--- src/rtl/sketch_pkg.sv ---
// Shared constants and FSM encoding for the sketch drawing sequencer.
package sketch_pkg;

    localparam int SCREEN_W = 160;
    localparam int SCREEN_H = 120;
    localparam int X_W      = 8;
    localparam int Y_W      = 7;
    localparam int COL_W    = 3;

    typedef enum logic [1:0] {
        IDLE  = 2'd0,
        DRAW  = 2'd1,
        CLEAR = 2'd2,
        DONE  = 2'd3
    } state_t;

endpackage

--- src/rtl/sketch_xy_scan.sv ---
// Raster scan counter: cx runs fastest over 0..x_lim-1, cy over 0..y_lim-1.
module sketch_xy_scan
    import sketch_pkg::*;
(
    input  logic             clock,
    input  logic             resetn,
    input  logic             clr,
    input  logic             en,
    input  logic [X_W-1:0]   x_lim,
    input  logic [Y_W-1:0]   y_lim,
    output logic [X_W-1:0]   cx,
    output logic [Y_W-1:0]   cy,
    output logic             last
);

    logic x_end;
    logic y_end;

    assign x_end = (cx == x_lim - X_W'(1));
    assign y_end = (cy == y_lim - Y_W'(1));
    assign last  = x_end && y_end;

    always_ff @(posedge clock) begin
        if (!resetn || clr) begin
            cx <= '0;
            cy <= '0;
        end else if (en) begin
            if (x_end) begin
                cx <= '0;
                cy <= y_end ? '0 : cy + 1'b1;
            end else begin
                cx <= cx + 1'b1;
            end
        end
    end

endmodule

--- src/rtl/sketch_draw_ctrl.sv ---
// Draws a SIZE x SIZE square or clears the frame, one registered pixel write per cycle.
module sketch_draw_ctrl #(
    parameter int SIZE     = 4,
    parameter int SCREEN_W = sketch_pkg::SCREEN_W,
    parameter int SCREEN_H = sketch_pkg::SCREEN_H
) (
    input  logic                         clock,
    input  logic                         resetn,
    input  logic                         start,
    input  logic                         clear,
    input  logic [sketch_pkg::X_W-1:0]   x_in,
    input  logic [sketch_pkg::Y_W-1:0]   y_in,
    input  logic [sketch_pkg::COL_W-1:0] colour_in,
    output logic                         busy,
    output logic                         done,
    output logic [sketch_pkg::X_W-1:0]   vga_x,
    output logic [sketch_pkg::Y_W-1:0]   vga_y,
    output logic [sketch_pkg::COL_W-1:0] vga_colour,
    output logic                         vga_plot
);
    import sketch_pkg::*;

    localparam logic [X_W-1:0] SQ_X   = X_W'(SIZE);
    localparam logic [Y_W-1:0] SQ_Y   = Y_W'(SIZE);
    localparam logic [X_W-1:0] FULL_X = X_W'(SCREEN_W);
    localparam logic [Y_W-1:0] FULL_Y = Y_W'(SCREEN_H);
    localparam logic [X_W:0]   CLIP_X = (X_W+1)'(SCREEN_W);
    localparam logic [Y_W:0]   CLIP_Y = (Y_W+1)'(SCREEN_H);

    state_t             state;
    state_t             state_next;
    logic [X_W-1:0]     x0;
    logic [Y_W-1:0]     y0;
    logic [COL_W-1:0]   col0;
    logic               scan_clr;
    logic               scan_en;
    logic               scan_last;
    logic [X_W-1:0]     x_lim;
    logic [Y_W-1:0]     y_lim;
    logic [X_W-1:0]     cx;
    logic [Y_W-1:0]     cy;
    logic [X_W:0]       sum_x;
    logic [Y_W:0]       sum_y;
    logic               accept_draw;

    assign scan_clr    = (state == IDLE);
    assign scan_en     = (state == DRAW) || (state == CLEAR);
    assign x_lim       = (state == CLEAR) ? FULL_X : SQ_X;
    assign y_lim       = (state == CLEAR) ? FULL_Y : SQ_Y;
    assign accept_draw = (state == IDLE) && !clear && start;

    // One extra bit on each sum so off-screen pixels are detected instead of wrapping.
    assign sum_x = {1'b0, x0} + {1'b0, cx};
    assign sum_y = {1'b0, y0} + {1'b0, cy};

    sketch_xy_scan u_scan (
        .clock  (clock),
        .resetn (resetn),
        .clr    (scan_clr),
        .en     (scan_en),
        .x_lim  (x_lim),
        .y_lim  (y_lim),
        .cx     (cx),
        .cy     (cy),
        .last   (scan_last)
    );

    always_ff @(posedge clock) begin
        if (!resetn) state <= IDLE;
        else         state <= state_next;
    end

    always_comb begin
        state_next = state;
        case (state)
            IDLE: begin
                if (clear)      state_next = CLEAR;
                else if (start) state_next = DRAW;
            end
            DRAW:    if (scan_last) state_next = DONE;
            CLEAR:   if (scan_last) state_next = DONE;
            DONE:    state_next = IDLE;
            default: state_next = IDLE;
        endcase
    end

    always_ff @(posedge clock) begin
        if (!resetn) begin
            x0   <= '0;
            y0   <= '0;
            col0 <= '0;
        end else if (accept_draw) begin
            x0   <= x_in;
            y0   <= y_in;
            col0 <= colour_in;
        end
    end

    // Clipped pixels still take their scan cycle so run length never varies.
    always_ff @(posedge clock) begin
        if (!resetn) begin
            busy       <= 1'b0;
            done       <= 1'b0;
            vga_x      <= '0;
            vga_y      <= '0;
            vga_colour <= '0;
            vga_plot   <= 1'b0;
        end else begin
            busy     <= scan_en;
            done     <= (state == DONE);
            vga_plot <= 1'b0;
            case (state)
                DRAW: begin
                    vga_x      <= sum_x[X_W-1:0];
                    vga_y      <= sum_y[Y_W-1:0];
                    vga_colour <= col0;
                    vga_plot   <= (sum_x < CLIP_X) && (sum_y < CLIP_Y);
                end
                CLEAR: begin
                    vga_x      <= cx;
                    vga_y      <= cy;
                    vga_colour <= '0;
                    vga_plot   <= 1'b1;
                end
                default: ;
            endcase
        end
    end

endmodule

--- config.mk ---
export PLATFORM = sky130hd
export DESIGN_NAME = sketch_draw_ctrl
export DESIGN_NICKNAME = d
export VERILOG_FILES = /design/src/rtl/sketch_pkg.sv /design/src/rtl/sketch_xy_scan.sv /design/src/rtl/sketch_draw_ctrl.sv
export SDC_FILE = /design/constraint.sdc
export NUM_CORES = 1
export LEC_CHECK = 0
export ABC_AREA = 1
export BUFFER_PORTS_ARGS = -buffer_cell sky130_fd_sc_hd__buf_2
export CORE_ASPECT_RATIO = 1.1
export CORE_MARGIN = 2
export CORE_UTILIZATION = 50
export CTS_BUF_LIST = sky130_fd_sc_hd__clkbuf_8
export CTS_CLUSTER_SIZE = 28
export DETAILED_ROUTE_END_ITERATION = 10
export GPL_TIMING_DRIVEN = 0
export PLACE_DENSITY = 0.72
export SLEW_MARGIN = 10
export SYNTH_ARGS = -nofsm -noshare
export SYNTH_HDL_FRONTEND = slang
export SYNTH_SLANG_ARGS = --single-unit
--- constraint.sdc ---
create_clock -name clock -period 1.7 [get_ports clock]
set_input_delay 0.085 -clock clock [delete_from_list [all_inputs] [get_ports clock]]
set_output_delay 0.085 -clock clock [all_outputs]
set_load 0.01 [all_outputs]
==> results.toml <==
[outcome]
status = "finished, violations left"
violations = "design-rule violations, negative setup slack"

[global_route]
grt-ovfl-total = 0
grt_max_degree = 17
grt_pass1_wl_um = 12600
antenna_found_initial = 0
track_usage_pct = 23.7
grt_pass1_vias = 2761

[critical_path]
crit_type = "reg -> reg"
critPathBufInv = 0
crit_path_end_kind = "register"
crit_path_start_kind = "register"
crit_arrival_ns = 2.08
cpMaxStageDelayCell = "fa_2"
max_stage_delay_ns = 0.41
cp.required_ns = 1.91
cpMostUsedCell = "nand2_2"
crit_chain = "ha_4 -> fa_2 -> nand2_2 -> nand2_2 -> nand3_2 -> nand2_2 -> nand2_2 -> nand2_2 -> nor2_2 -> nand2_1 -> nand2_1 -> nor2_1 -> nor2_1 -> nor2_1"
crit_fanout = 4
cp_top_family = "simple AND/OR/NAND/NOR gates"

[drt]
drt_wl_total_um = 8070
remaining_drc_errors = 1
dr.pass1.iters = 9
vias = 2982
antenna_left = 0
via_per_inst = 5.24
drtIter0Drc = 146
wl_per_cell_um = 14.2

[die]
io_pins = 43
die_h_um = 85.7
rows = 29
die_x_um = 78.3
coreArea_mm2 = 0.00581
die-area_mm2 = 0.00671
start_util_pct = 52.2

[cells_and_area]
syn_to_final_growth_pct = 24.3
nNetsFinal = 536
n_antenna_cell = 0
final_common_cell = "nand2_1"
drive_gt1_share_pct = 27.4
fin_util_pct = 65.0
layout.cells.most_common_list = "nand2_1 (80), inv_1 (57), a21oi_1 (54)"

[min_path]
hp-class = "in -> reg"

[synthesis]
yosysTopAreaCell = "dfxtp_1"
syn_area_mm2 = 0.00303
ys_ff_latch = 56
synth_edf_count = 0
syn_nets = 475
synthTopCellsByArea = "dfxtp_1 (37%), nand2_1 (12%), a21oi_1 (9.4%)"
ys.flop_type = "dfxtp_1"
netlist_instances = 430
yosys.area.top_type_share_pct = 37.0
yosys.cell_types.count = 31
yosys_warnings = 0
avgSynthCellArea_um2 = 7.05
postSynth.asyncResetShare_pct = 0
yosysSeqAreaShare_pct = 37.0

[placed_design]
dp_hpwl_um = 5590
io_buffers = 41
dp_slack_ns = -0.469
gp_congestion = 0.913

[sta]
final_max_slew_viol_count = 0
hold_viol_final = 0
period_share_pct = 110
final.setup.worst_slack_ns = -0.171
timing.fmax_ghz = 0.535
setup_violations = 11
worst_pin_slew_ns = 0.540
rsz0062_at_grt = "true"
period_needed_ns = 1.87
fin_setup_tns_ns = -0.753
clock-skew-final_ns = 0.00996
max_slew_margin_pct = 64.0

[power_and_ir_drop]
cellLeakagePower_nw = 1.75
p_total_w = 0.00484
ir_drop_uv = 587
p_per_area_mw_per_mm2 = 1280

[cts]
cts_sinks = 56
cts_buffers = 5
clk_pin_slew_ns = 0.10
clock_latency_ns = 0.32
cts_tree = "done"
clockBufferDepth = 2
htreeDepth = 2
root_buffer = "clkbuf_8"
cts_hold_buf = 0

[run]
drv_cap = 0
-- cells in the mapped netlist, types with 3 or more instances --
| cell type | instances |
|---|---|
| nor2_1 | 28 |
| nand2_1 | 93 |
| o21ai_1 | 4 |
| xor2_1 | 4 |
| inv_1 | 58 |
| nor3b_1 | 3 |
| ha_1 | 21 |
| a31oi_1 | 5 |
| clkbuf_1 | 11 |
| or2_2 | 3 |
| a21oi_1 | 57 |
| dfxtp_1 | 56 |
| nand4_1 | 4 |
| o21ai_0 | 39 |
| xnor2_1 | 3 |
| nand3b_1 | 3 |
| nand3_1 | 19 |
-- cell type report --
type	count	area (um^2)
multi-input combinational	298	1810
buffer	14	73.8
clock inverter	2	11.3
sequential	56	1150
inverter	62	239
tap	77	96.3
fill	537	2030
clock buffer	6	82.6
timing repair buffer	54	310
-- worst paths after layout --
path | slack (ns) | depth (start not counted) | endpoint | startpoint
min | 0.04 | 3 | col0[2]$_SDFFE_PN0P_ | colour_in[2]
max | -0.17 | 14 | vga_plot$_SDFF_PN0_ | u_scan.cy[0]$_SDFFE_PP0P_
max reg2reg | -0.17 | 14 | vga_plot$_SDFF_PN0_ | u_scan.cy[0]$_SDFFE_PP0P_
min reg2reg | 0.45 | 2 | col0[1]$_SDFFE_PN0P_ | col0[1]$_SDFFE_PN0P_
-- kinds of logic (layout without fill, tap and decap cells) --
group	count (synthesis)	after routing	share of synthesized area, %
flip-flops	56	56	37.0
AND/OR/NAND/NOR	157	157	22.3
adder cells (fa/ha/maj)	23	23	9.98
AO/OA/AOI/OAI	111	111	19.2
buffers and inverters	76	138	9.53
XOR/XNOR	7	7	2.02
-- repair_timing --
action	in CTS	in global routing
cloned	0	0
resized for setup	31	45
endpoints found under the hold margin	0	0
buffers inserted	7	8
endpoints found under the setup margin	49	46
pin swaps	5	14
-- worst register-to-register path: cells and delay by family (launching register included) --
kind,cells,cell delay (ns)
flops,1,0.38
fa+ha+maj,2,0.58
simple gates,12,0.83
-- state kept, by name (all words and copies together), names as in the netlist, 2 cells and up --
register    cells
u_scan.cy       7
u_scan.cx       8
x0              8
y0              7
vga_colour      3
state           2
col0            3
vga_x           8
vga_y           7
-- metal layers --
layer | routed length, um | vias up | track usage, %
met5 | 0 | - | 0
met4 | 248 | 0 | 10.0
met3 | 272 | 18 | 2.95
met2 | 4100 | 74 | 42.0
met1 | 3450 | 1364 | 29.1
li1 | - | 1526 | -
-- report_power, final --
group          switching [W]  internal, W
registers           0.000206      0.00165
logic                0.00138     0.000836
clock network       0.000436     0.000326
-- through the flow --
step,instances,cell area (um^2),hold WS (ns)
5_1_grt,569,3770,0.0774
4_1_cts,562,3570,0.0456
3_5_place_dp,548,3340,0.374
6_report,569,3770,0.0446
3_3_place_gp,548,3340,0.361
2_1_floorplan,430,3040,0.278
No activity file was read; power rests on OpenSTA's default activity.
